===== src/rtl/spi_sender_shift_unit_if.sv =====
// Sender-side bus between the SPI control block and the transmit shift unit.
// master = control/buffer side, slave = shift unit.
interface spi_sender_shift_unit_if #(
    parameter int DATA_WIDTH = 8
);
    logic                  SENDER_WRITE;
    logic [DATA_WIDTH-1:0] BUFFER_DATA;
    logic                  TE;
    logic                  CS;
    logic                  OVR_CLR;
    logic                  SCLK;
    logic                  MOSI;
    logic                  SENDER_FULL_STATE;
    logic                  SENDER_EMPTY_STATE;
    logic                  TX_DONE;
    logic                  OVERRUN;

    modport master (
        output SENDER_WRITE, BUFFER_DATA, TE, CS, OVR_CLR,
        input  SCLK, MOSI, SENDER_FULL_STATE, SENDER_EMPTY_STATE, TX_DONE, OVERRUN
    );

    modport slave (
        input  SENDER_WRITE, BUFFER_DATA, TE, CS, OVR_CLR,
        output SCLK, MOSI, SENDER_FULL_STATE, SENDER_EMPTY_STATE, TX_DONE, OVERRUN
    );
endinterface


===== src/rtl/spi_sender_shift_unit.sv =====
// SPI mode-0 transmit shifter with one-word holding register; SETUP to TX_DONE = 1 + 2*CLK_DIV*DATA_WIDTH cycles.
// No backpressure: a write while the holding register is full and not being consumed is dropped and flags OVERRUN.
module spi_sender_shift_unit #(
    parameter int DATA_WIDTH = 8,
    parameter int CLK_DIV    = 4,
    parameter bit MSB_FIRST  = 1'b1
) (
    input logic                    CLK,
    input logic                    CLR,
    spi_sender_shift_unit_if.slave bus
);
    localparam int DIV_W = $clog2(CLK_DIV + 1);
    localparam int BIT_W = $clog2(DATA_WIDTH);
    localparam logic [DIV_W-1:0] DIV_LAST = DIV_W'(CLK_DIV - 1);
    localparam logic [BIT_W-1:0] BIT_LAST = BIT_W'(DATA_WIDTH - 1);

    typedef enum logic [2:0] {IDLE, SETUP, SHIFT_LO, SHIFT_HI, DONE} state_t;

    state_t                state, state_nxt;
    logic [DATA_WIDTH-1:0] hold_dat;
    logic [DATA_WIDTH-1:0] shift_dat;
    logic                  full;
    logic                  sclk;
    logic                  mosi;
    logic                  overrun;
    logic [DIV_W-1:0]      div_cnt;
    logic [BIT_W-1:0]      bit_cnt;
    logic                  go;
    logic                  abort;
    logic                  div_end;
    logic                  consume;
    logic                  wr_accept;
    logic                  wr_reject;
    logic                  next_bit;

    assign go        = full && bus.TE && !bus.CS;
    assign abort     = !bus.TE || bus.CS;
    assign div_end   = (div_cnt == DIV_LAST);
    assign consume   = (state_nxt == SETUP);
    assign wr_accept = bus.SENDER_WRITE && (!full || consume);
    assign wr_reject = bus.SENDER_WRITE && full && !consume;
    assign next_bit  = MSB_FIRST ? shift_dat[DATA_WIDTH-2] : shift_dat[1];

    always_ff @(posedge CLK or negedge CLR) begin
        if (!CLR) state <= IDLE;
        else      state <= state_nxt;
    end

    always_comb begin
        state_nxt = state;
        case (state)
            IDLE:     if (go) state_nxt = SETUP;
            SETUP:    state_nxt = abort ? IDLE : SHIFT_LO;
            SHIFT_LO: begin
                if (abort)        state_nxt = IDLE;
                else if (div_end) state_nxt = SHIFT_HI;
            end
            SHIFT_HI: begin
                if (abort)        state_nxt = IDLE;
                else if (div_end) state_nxt = (bit_cnt == '0) ? DONE : SHIFT_LO;
            end
            DONE:     state_nxt = go ? SETUP : IDLE;
            default:  state_nxt = IDLE;
        endcase
    end

    // The holding register is consumed on the edge that enters SETUP, so a write
    // on that same edge refills it instead of being counted as an overrun.
    always_ff @(posedge CLK or negedge CLR) begin
        if (!CLR) begin
            hold_dat  <= '0;
            shift_dat <= '0;
            full      <= 1'b0;
            sclk      <= 1'b0;
            mosi      <= 1'b0;
            overrun   <= 1'b0;
            div_cnt   <= '0;
            bit_cnt   <= '0;
        end else begin
            sclk <= (state_nxt == SHIFT_HI);

            if (wr_accept)    hold_dat <= bus.BUFFER_DATA;
            if (wr_accept)    full <= 1'b1;
            else if (consume) full <= 1'b0;

            if (wr_reject)        overrun <= 1'b1;
            else if (bus.OVR_CLR) overrun <= 1'b0;

            // Half-period counter restarts on every phase change.
            if ((state_nxt == SHIFT_LO || state_nxt == SHIFT_HI) && state_nxt == state)
                div_cnt <= div_cnt + 1'b1;
            else
                div_cnt <= '0;

            if (consume) begin
                shift_dat <= hold_dat;
                mosi      <= MSB_FIRST ? hold_dat[DATA_WIDTH-1] : hold_dat[0];
                bit_cnt   <= BIT_LAST;
            end else if (state == SHIFT_HI && state_nxt == SHIFT_LO) begin
                shift_dat <= MSB_FIRST ? (shift_dat << 1) : (shift_dat >> 1);
                mosi      <= next_bit;
                bit_cnt   <= bit_cnt - 1'b1;
            end else if (state_nxt == IDLE) begin
                mosi      <= 1'b0;
            end
        end
    end

    assign bus.SCLK               = sclk;
    assign bus.MOSI               = mosi;
    assign bus.SENDER_FULL_STATE  = full;
    assign bus.SENDER_EMPTY_STATE = !full && (state == IDLE);
    assign bus.TX_DONE            = (state == DONE);
    assign bus.OVERRUN            = overrun;
endmodule


===== src/flat_wrapper.sv =====
// flat-port wrapper written by rule: the top's interface ports become plain ports
module spi_sender_shift_unit_flat 
#(
    parameter int DATA_WIDTH = 8,
    parameter int CLK_DIV    = 4,
    parameter bit MSB_FIRST  = 1'b1
)
  (CLK, CLR, bus_SENDER_WRITE, bus_BUFFER_DATA, bus_TE, bus_CS, bus_OVR_CLR, bus_SCLK, bus_MOSI, bus_SENDER_FULL_STATE, bus_SENDER_EMPTY_STATE, bus_TX_DONE, bus_OVERRUN);
  spi_sender_shift_unit_if #(.DATA_WIDTH(DATA_WIDTH)) bus_i ();
  input logic CLK;
  input logic CLR;
  input wire logic [$bits(bus_i.SENDER_WRITE)-1:0] bus_SENDER_WRITE;
  input wire logic [$bits(bus_i.BUFFER_DATA)-1:0] bus_BUFFER_DATA;
  input wire logic [$bits(bus_i.TE)-1:0] bus_TE;
  input wire logic [$bits(bus_i.CS)-1:0] bus_CS;
  input wire logic [$bits(bus_i.OVR_CLR)-1:0] bus_OVR_CLR;
  output wire logic [$bits(bus_i.SCLK)-1:0] bus_SCLK;
  output wire logic [$bits(bus_i.MOSI)-1:0] bus_MOSI;
  output wire logic [$bits(bus_i.SENDER_FULL_STATE)-1:0] bus_SENDER_FULL_STATE;
  output wire logic [$bits(bus_i.SENDER_EMPTY_STATE)-1:0] bus_SENDER_EMPTY_STATE;
  output wire logic [$bits(bus_i.TX_DONE)-1:0] bus_TX_DONE;
  output wire logic [$bits(bus_i.OVERRUN)-1:0] bus_OVERRUN;
  assign bus_i.SENDER_WRITE = bus_SENDER_WRITE;
  assign bus_i.BUFFER_DATA = bus_BUFFER_DATA;
  assign bus_i.TE = bus_TE;
  assign bus_i.CS = bus_CS;
  assign bus_i.OVR_CLR = bus_OVR_CLR;
  assign bus_SCLK = bus_i.SCLK;
  assign bus_MOSI = bus_i.MOSI;
  assign bus_SENDER_FULL_STATE = bus_i.SENDER_FULL_STATE;
  assign bus_SENDER_EMPTY_STATE = bus_i.SENDER_EMPTY_STATE;
  assign bus_TX_DONE = bus_i.TX_DONE;
  assign bus_OVERRUN = bus_i.OVERRUN;
  spi_sender_shift_unit #(.DATA_WIDTH(DATA_WIDTH), .CLK_DIV(CLK_DIV), .MSB_FIRST(MSB_FIRST)) u_core (.CLK(CLK), .CLR(CLR), .bus(bus_i));
endmodule

===== config.mk =====
export PLATFORM = sky130hd
export DESIGN_NAME = spi_sender_shift_unit_flat
export DESIGN_NICKNAME = d
export VERILOG_FILES = /design/src/rtl/spi_sender_shift_unit_if.sv /design/src/rtl/spi_sender_shift_unit.sv /design/src/flat_wrapper.sv
export SDC_FILE = /design/constraint.sdc
export NUM_CORES = 1
export LEC_CHECK = 0
export CAP_MARGIN = 20
export CORE_ASPECT_RATIO = 1.25
export CORE_MARGIN = 4
export CORE_UTILIZATION = 49
export CTS_CLUSTER_SIZE = 8
export DETAILED_ROUTE_END_ITERATION = 10
export GPL_ROUTABILITY_DRIVEN = 0
export PLACE_DENSITY = 0.85
export SYNTH_ARGS = -nofsm -noshare
export SYNTH_HDL_FRONTEND = slang
export SYNTH_SLANG_ARGS = --single-unit
export TNS_END_PERCENT = 1

===== constraint.sdc =====
create_clock -name CLK -period 2.25 [get_ports CLK]
set_clock_uncertainty 0.05 [all_clocks]
set_input_delay 0.45 -clock CLK [delete_from_list [all_inputs] [get_ports CLK]]
set_output_delay 0.45 -clock CLK [all_outputs]
set_load 0.03 [all_outputs]

Yosys cells after proc, flatten, opt, wreduce, memory -nomap -nowiden
Index checks and enable logic that the tools add are counted.
{"block": "word_totals", "regBits": 28, "input_bits": 14, "output_inout_bits": 6, "elab_cells": 63}
{"block": "op_classes", "add_sub_neg": 2, "n_reduce_logical": 22, "n_eq_ne": 9, "muxes": 21}
{"cell": "3-bit 2-to-1 mux", "count": 9}
{"cell": "3-bit by 2-bit equality test with 1-bit output, second input constant", "count": 5}
{"cell": "3-bit one-hot mux with 5 select lines", "count": 1}
{"cell": "7-bit 2-to-1 mux", "count": 2}
{"cell": "3-bit zero test", "count": 3}
{"cell": "1-bit logical AND", "count": 8}
{"cell": "1-bit 2-to-1 mux", "count": 8}
{"cell": "3-bit by 1-bit equality test with 1-bit output, second input constant", "count": 2}
{"cell": "2-bit nonzero test", "count": 3}
{"cell": "1-bit zero test", "count": 4}
{"cell": "3-bit by 1-bit adder with 3-bit output, second input constant", "count": 1}
{"cell": "3-bit equality test", "count": 1}
{"cell": "3-bit equality test, second input constant", "count": 1}
{"cell": "1-bit logical OR", "count": 3}
{"cell": "3-bit nonzero test", "count": 1}
{"cell": "3-bit by 1-bit subtractor with 3-bit output, second input constant", "count": 1}
{"cell": "2-bit 2-to-1 mux", "count": 1}

Longest topological paths before layout
{"block": "depth", "ltp_word": 9, "mapped_depth": 8, "mapped_depth_nobuf": 7}

Least setup slack after synthesis
OpenSTA, ideal clock, no wires.
{"block": "synth_path", "path_type": "register -> output", "start": "reg u_core.full (netlist: u_core.bus.SENDER_FULL_STATE)", "end": "out bus_SENDER_EMPTY_STATE", "path_buffers": 0, "required_ps": 1750, "path_slack_ps": 313, "path_stages_with_launch": 2, "t_arrival_ps": 1437, "cell_sequence": "dfrtp_1 -> nor4_1"}
{"block": "synth_between", "elab_chain_cells": 2}
{"element": "start, declared", "line": "spi_sender_shift_unit.sv:22", "text": "logic full;"}
{"element": "start signal, assigned", "line": "spi_sender_shift_unit.sv:73", "text": "full <= 1'b0;"}
{"element": "start signal, assigned", "line": "spi_sender_shift_unit.sv:83", "text": "if (wr_accept) full <= 1'b1;"}
{"element": "start signal, assigned", "line": "spi_sender_shift_unit.sv:84", "text": "else if (consume) full <= 1'b0;"}
{"element": "1-bit zero test", "line": "spi_sender_shift_unit.sv:112", "text": "assign bus.SENDER_EMPTY_STATE = !full && (state == IDLE);"}
{"element": "1-bit logical AND", "line": "spi_sender_shift_unit.sv:112"}
{"element": "end, declared", "line": "flat_wrapper.sv:20", "text": "output wire logic [$bits(bus_i.SENDER_EMPTY_STATE)-1:0] bus_SENDER_EMPTY_STATE;"}
No other way between the ends.

Worst setup path after layout
{"block": "layout_path", "start": "reg u_core.state[0]", "end": "out bus_SENDER_EMPTY_STATE"}
{"block": "layout_between", "elab_chain_cells": 2}
{"element": "start, declared", "line": "spi_sender_shift_unit.sv:19", "text": "state_t state, state_nxt;"}
{"element": "start signal, assigned", "line": "spi_sender_shift_unit.sv:46", "text": "else state <= state_nxt;"}
{"element": "3-bit zero test", "line": "spi_sender_shift_unit.sv:112"}
{"element": "1-bit logical AND", "line": "spi_sender_shift_unit.sv:112"}
No other way between the ends.

==> results.md <==
Clock network:
- After clock tree synthesis, the clock-pin slew on the worst setup and hold paths is 130 ps.
- For this design, the sink count on the clock tree is 28.
- TritonCTS built the clock tree.
- TritonCTS created 3 clock buffers.
- No sink is reached through more buffers than the 2 on the longest clock path.
- CTS built an H-tree with a depth of 1.
- The root buffer selected by CTS is sky130_fd_sc_hd__clkbuf_4.
- At the later pin of the worst-skew pair, clock insertion delay measures 320 ps.

Finish:
- Summing all non-filler instances in the final layout gives an area of 0.00150 mm2.
- Measured on the finished design, the core utilization comes to 61.2%.
- Fill cells in the final layout number 218.
- The final net count is 150.
- The total area of multi-input combinational cells is 493 um2.
- The synthesis-to-finish area growth is 19.8%.
- The number of diodes added for antenna fixing is 0.
- The share of post-route cells with drive strength above 1 is 17.1%.
- The count of placed standard cells in the final layout, fillers left out is 162.
- The area taken by flip-flops and latches is 701 um2.

Global route:
- The initial antenna violation count was 0.
- Entering global routing, the biggest net connects 29 pins.
- For this run, the total global-route usage over all layers was measured as between 10 and 15%.
- The via count of the first global-routing pass was 875.
- The global route total overflow is 0.
- The first global-routing pass estimated 3790 um of wire.

Critical path:
- The highest cell delay on the worst timing path is roughly 460 ps.
- By startpoint and endpoint, the worst setup path is classified as register to primary output.
- The slack of the worst reg-to-reg path is 410 ps.
- For the worst setup path, the data required time is ~1800 ps.
- The startpoint identified for the worst register-to-register timing path is u_core.div_cnt[0].
- The cell with the largest stage delay on the worst path is sky130_fd_sc_hd__dfrtp_1.
- The number of cells on the worst reg-to-reg path is 6.
- Traced cell by cell, the critical path runs through nor4_1 > dlygate4sd2_1.
- The worst path arrival time is 1500 ps.
- The endpoint of the most critical register-to-register path is u_core.shift_dat[6].
- In this run the worst path has a maximum fanout of 6.
- The nature of the critical path endpoint is a primary output.
- The worst setup path is launched from a register.

Detailed routing:
- After detailed routing, the total wire length is 2200 um.
- The routed layout has 868 vias.
- The average wire length per cell after detail routing is around 14 um.
- The DRC violation total after the first TritonRoute iteration is 9.
- Dividing the detail-routed via count by the number of cells gives 5.36.
- In the routed design, unresolved DRC markers number 0.
- For this run, the detailed router's first-pass iteration total came to 4.
- The remaining antenna violation count is 0.

Placed design:
- The standard cell area after detailed placement is 0.00148 mm2.
- Before CTS, the worst setup slack after placement is 220 ps.
- Detailed placement ended at an HPWL of between 1500 and 2000 um.
- The number of placed instances with taps included is 159.
- During placement, the flow inserted port buffers numbering 19.

Floorplanning:
- The die height is between 60 and 70 um.
- The die is 53.2 um wide.
- The die covers 0.00344 mm2.
- The core footprint is 0.00245 mm2.
- The number of standard-cell rows in the floorplan is 20.
- The starting utilization of the core area is 51.1%.
- 20 I/O pins were placed.

STA:
- The final-layout setup total negative slack is 0 ps.
- The routed design could run at a clock period as short as roughly 2000 ps.
- Setup repair after global routing left no endpoint under its margin.
- The final-report max-slew violation count is 0.
- Across all hold checks on the routed design, the worst slack comes to 412 ps.
- Setup violations remaining at the end of the flow were counted as 0.
- For the pin with the worst max-slew slack, the measured transition is 351 ps.
- Setup slack closes at 252 ps.
- The number of endpoints with negative hold slack in the final report is 0.
- Measured against its own limit, the worst slew margin works out to approximately three quarters.
- The fraction of the cycle the final worst path needs is around nine tenths.
- Static timing analysis puts the maximum clock frequency at 500 MHz.

Pwr:
- The overall power of the completed layout is ~1 mW.
- The power density of the placed cells is 675 mW/mm2.
- In this run the static leakage power is 0.686 nW.
- The worst-case IR drop observed on VDD is roughly 0.39 mV.

Hold path:
- The type of the tightest min-delay check is register to register.
- The startpoint identified for the worst hold timing path is u_core.div_cnt[0].
- The count of cells along the worst hold path is 1.
- The path with the worst hold slack has its endpoint at u_core.div_cnt[0].

Run:
- The tool flagged a number of max-cap violations equal to 0.

Yosys:
- The number of nets handed over by synthesis was approximately 130.
- In the synthesized netlist, the number of instances is 106.
- Sequential elements use between 50% and 60% of the synthesized area.
- The cell area after synthesis is 0.00125 mm2.
- The synthesized area per cell is 11.8 um2.
- The number of warnings printed during yosys synthesis is 0.
- The number of synthesized register bits is 28.
- Counting distinct cell types in the post-synthesis netlist gives 33.

Run status:
- The flow ran to the end, and the final reports show no timing, DRC or antenna violations.
==> how the worst max path moves through the flow <==
| stage | start | depth (start not counted) | to |
|---|---|---|---|
| after global routing | u_core.state[0] | 2 | bus_SENDER_EMPTY_STATE |
| after CTS | u_core.state[0] | 2 | bus_SENDER_EMPTY_STATE |
| after global placement | bus_TE | 5 | u_core.shift_dat[6] |
| final | u_core.state[0] | 2 | bus_SENDER_EMPTY_STATE |
| after detailed placement | bus_TE | 5 | u_core.shift_dat[6] |
| after floorplan | u_core.bus.SENDER_FULL_STATE | 1 | bus_SENDER_EMPTY_STATE |
==> routing by layer <==
layer  GRT usage [%]  routed length, um  up-vias  part of all wire, %
met4            6.71                 45        0                  2.0
met2            24.5               1150       22                   52
li1                -                  -      419                    -
met5               0                  0        -                    0
met3            2.76                 96        6                  4.4
met1            17.8                904      421                   41
==> worst max-delay path: cells and delay by family, from the launching register on <==
family | cells | cell delay [ps]
AND/OR/NAND/NOR | 1 | 280
flip-flops | 1 | 460
buffers and inverters | 1 | 430
==> sequential cells by signal, indices dropped and copies added, names as in the netlist <==
| register | cells |
|---|---|
| u_core.div_cnt | 3 |
| u_core.bus.SCLK | 1 |
| u_core.bus.MOSI | 1 |
| u_core.hold_dat | 8 |
| u_core.bus.SENDER_FULL_STATE | 1 |
| u_core.shift_dat | 7 |
| u_core.state | 3 |
| u_core.bit_cnt | 3 |
| u_core.bus.OVERRUN | 1 |
==> power by group <==
part	internal, mW	switching (mW)
sequential	0.583	0.0487
clock	0.0628	0.135
combinational	0.105	0.0799
total	0.751	0.263
==> synth_stat cells (all sizes together) <==
cell type,instances,area (um2)
and3,3,21.3
a2bb2oi,1,8.76
nor2b,2,12.5
nand2,5,21.3
nor2,12,52.6
a21oi,2,10.0
nand3,2,10.0
o21ai,2,10.0
a22oi,2,15.0
and4,1,8.76
ha,5,62.6
and2,1,6.26
nor4,1,6.26
a21bo,1,10.0
dfrtp,28,701
a221o,1,10.0
mux2i,1,10.0
xnor2,1,8.76
mux2,8,90.1
nor3b,1,12.5
nand4,1,6.26
inv,9,33.8
nor3,4,20.0
a21boi,2,26.3
a22o,1,10.0
buf,2,26.3
or3,1,6.26
o22ai,6,37.5
==> logic make-up (layout without fill, tap and decap cells) <==
kind of cell               Yosys count  after routing  share of synthesized area [%]
DFF                                 28             28                           55.9
muxes                                9              9                           7.98
buffers and inverters               11             34                           4.79
and+or+nand+nor                     34             34                           14.7
adders and majority gates            5              5                           4.99
AOI/OAI and AO/OA                   18             18                           11.0
xor gates and xnor gates             1              1                          0.699
==> layout make-up <==
cell class	instances	area share, %
multi-input combinational	67	32.8
timing repair buffer	22	14.0
sequential	28	46.7
clock buffer	3	1.50
tap	33	2.75
inverter	9	2.25
==> timing repair <==
action,CTS,global route
endpoints found under the setup margin,2,0
endpoints found under the hold margin,0,0
setup buffers,0,0
resized for setup,2,0
hold buffers,0,0
==> placed cells by master (no fill, tap or decap), types with 2 or more instances in the layout <==
master and count:
sky130_fd_sc_hd__clkdlybuf4s50_1 17, sky130_fd_sc_hd__o22ai_1 6, sky130_fd_sc_hd__nand2_1 4, sky130_fd_sc_hd__clkbuf_4 3
sky130_fd_sc_hd__dlygate4sd2_1 2, sky130_fd_sc_hd__nor2b_1 2, sky130_fd_sc_hd__a22oi_1 2, sky130_fd_sc_hd__nor2_1 11
sky130_fd_sc_hd__nand3_1 2, sky130_fd_sc_hd__a21oi_1 2, sky130_fd_sc_hd__and3_2 2, sky130_fd_sc_hd__buf_4 3
sky130_fd_sc_hd__o21ai_0 2, sky130_fd_sc_hd__mux2_2 8, sky130_fd_sc_hd__nor3_1 4, sky130_fd_sc_hd__dfrtp_1 28
sky130_fd_sc_hd__ha_1 5, sky130_fd_sc_hd__inv_1 9
Power figures use the tool's default switching activity.
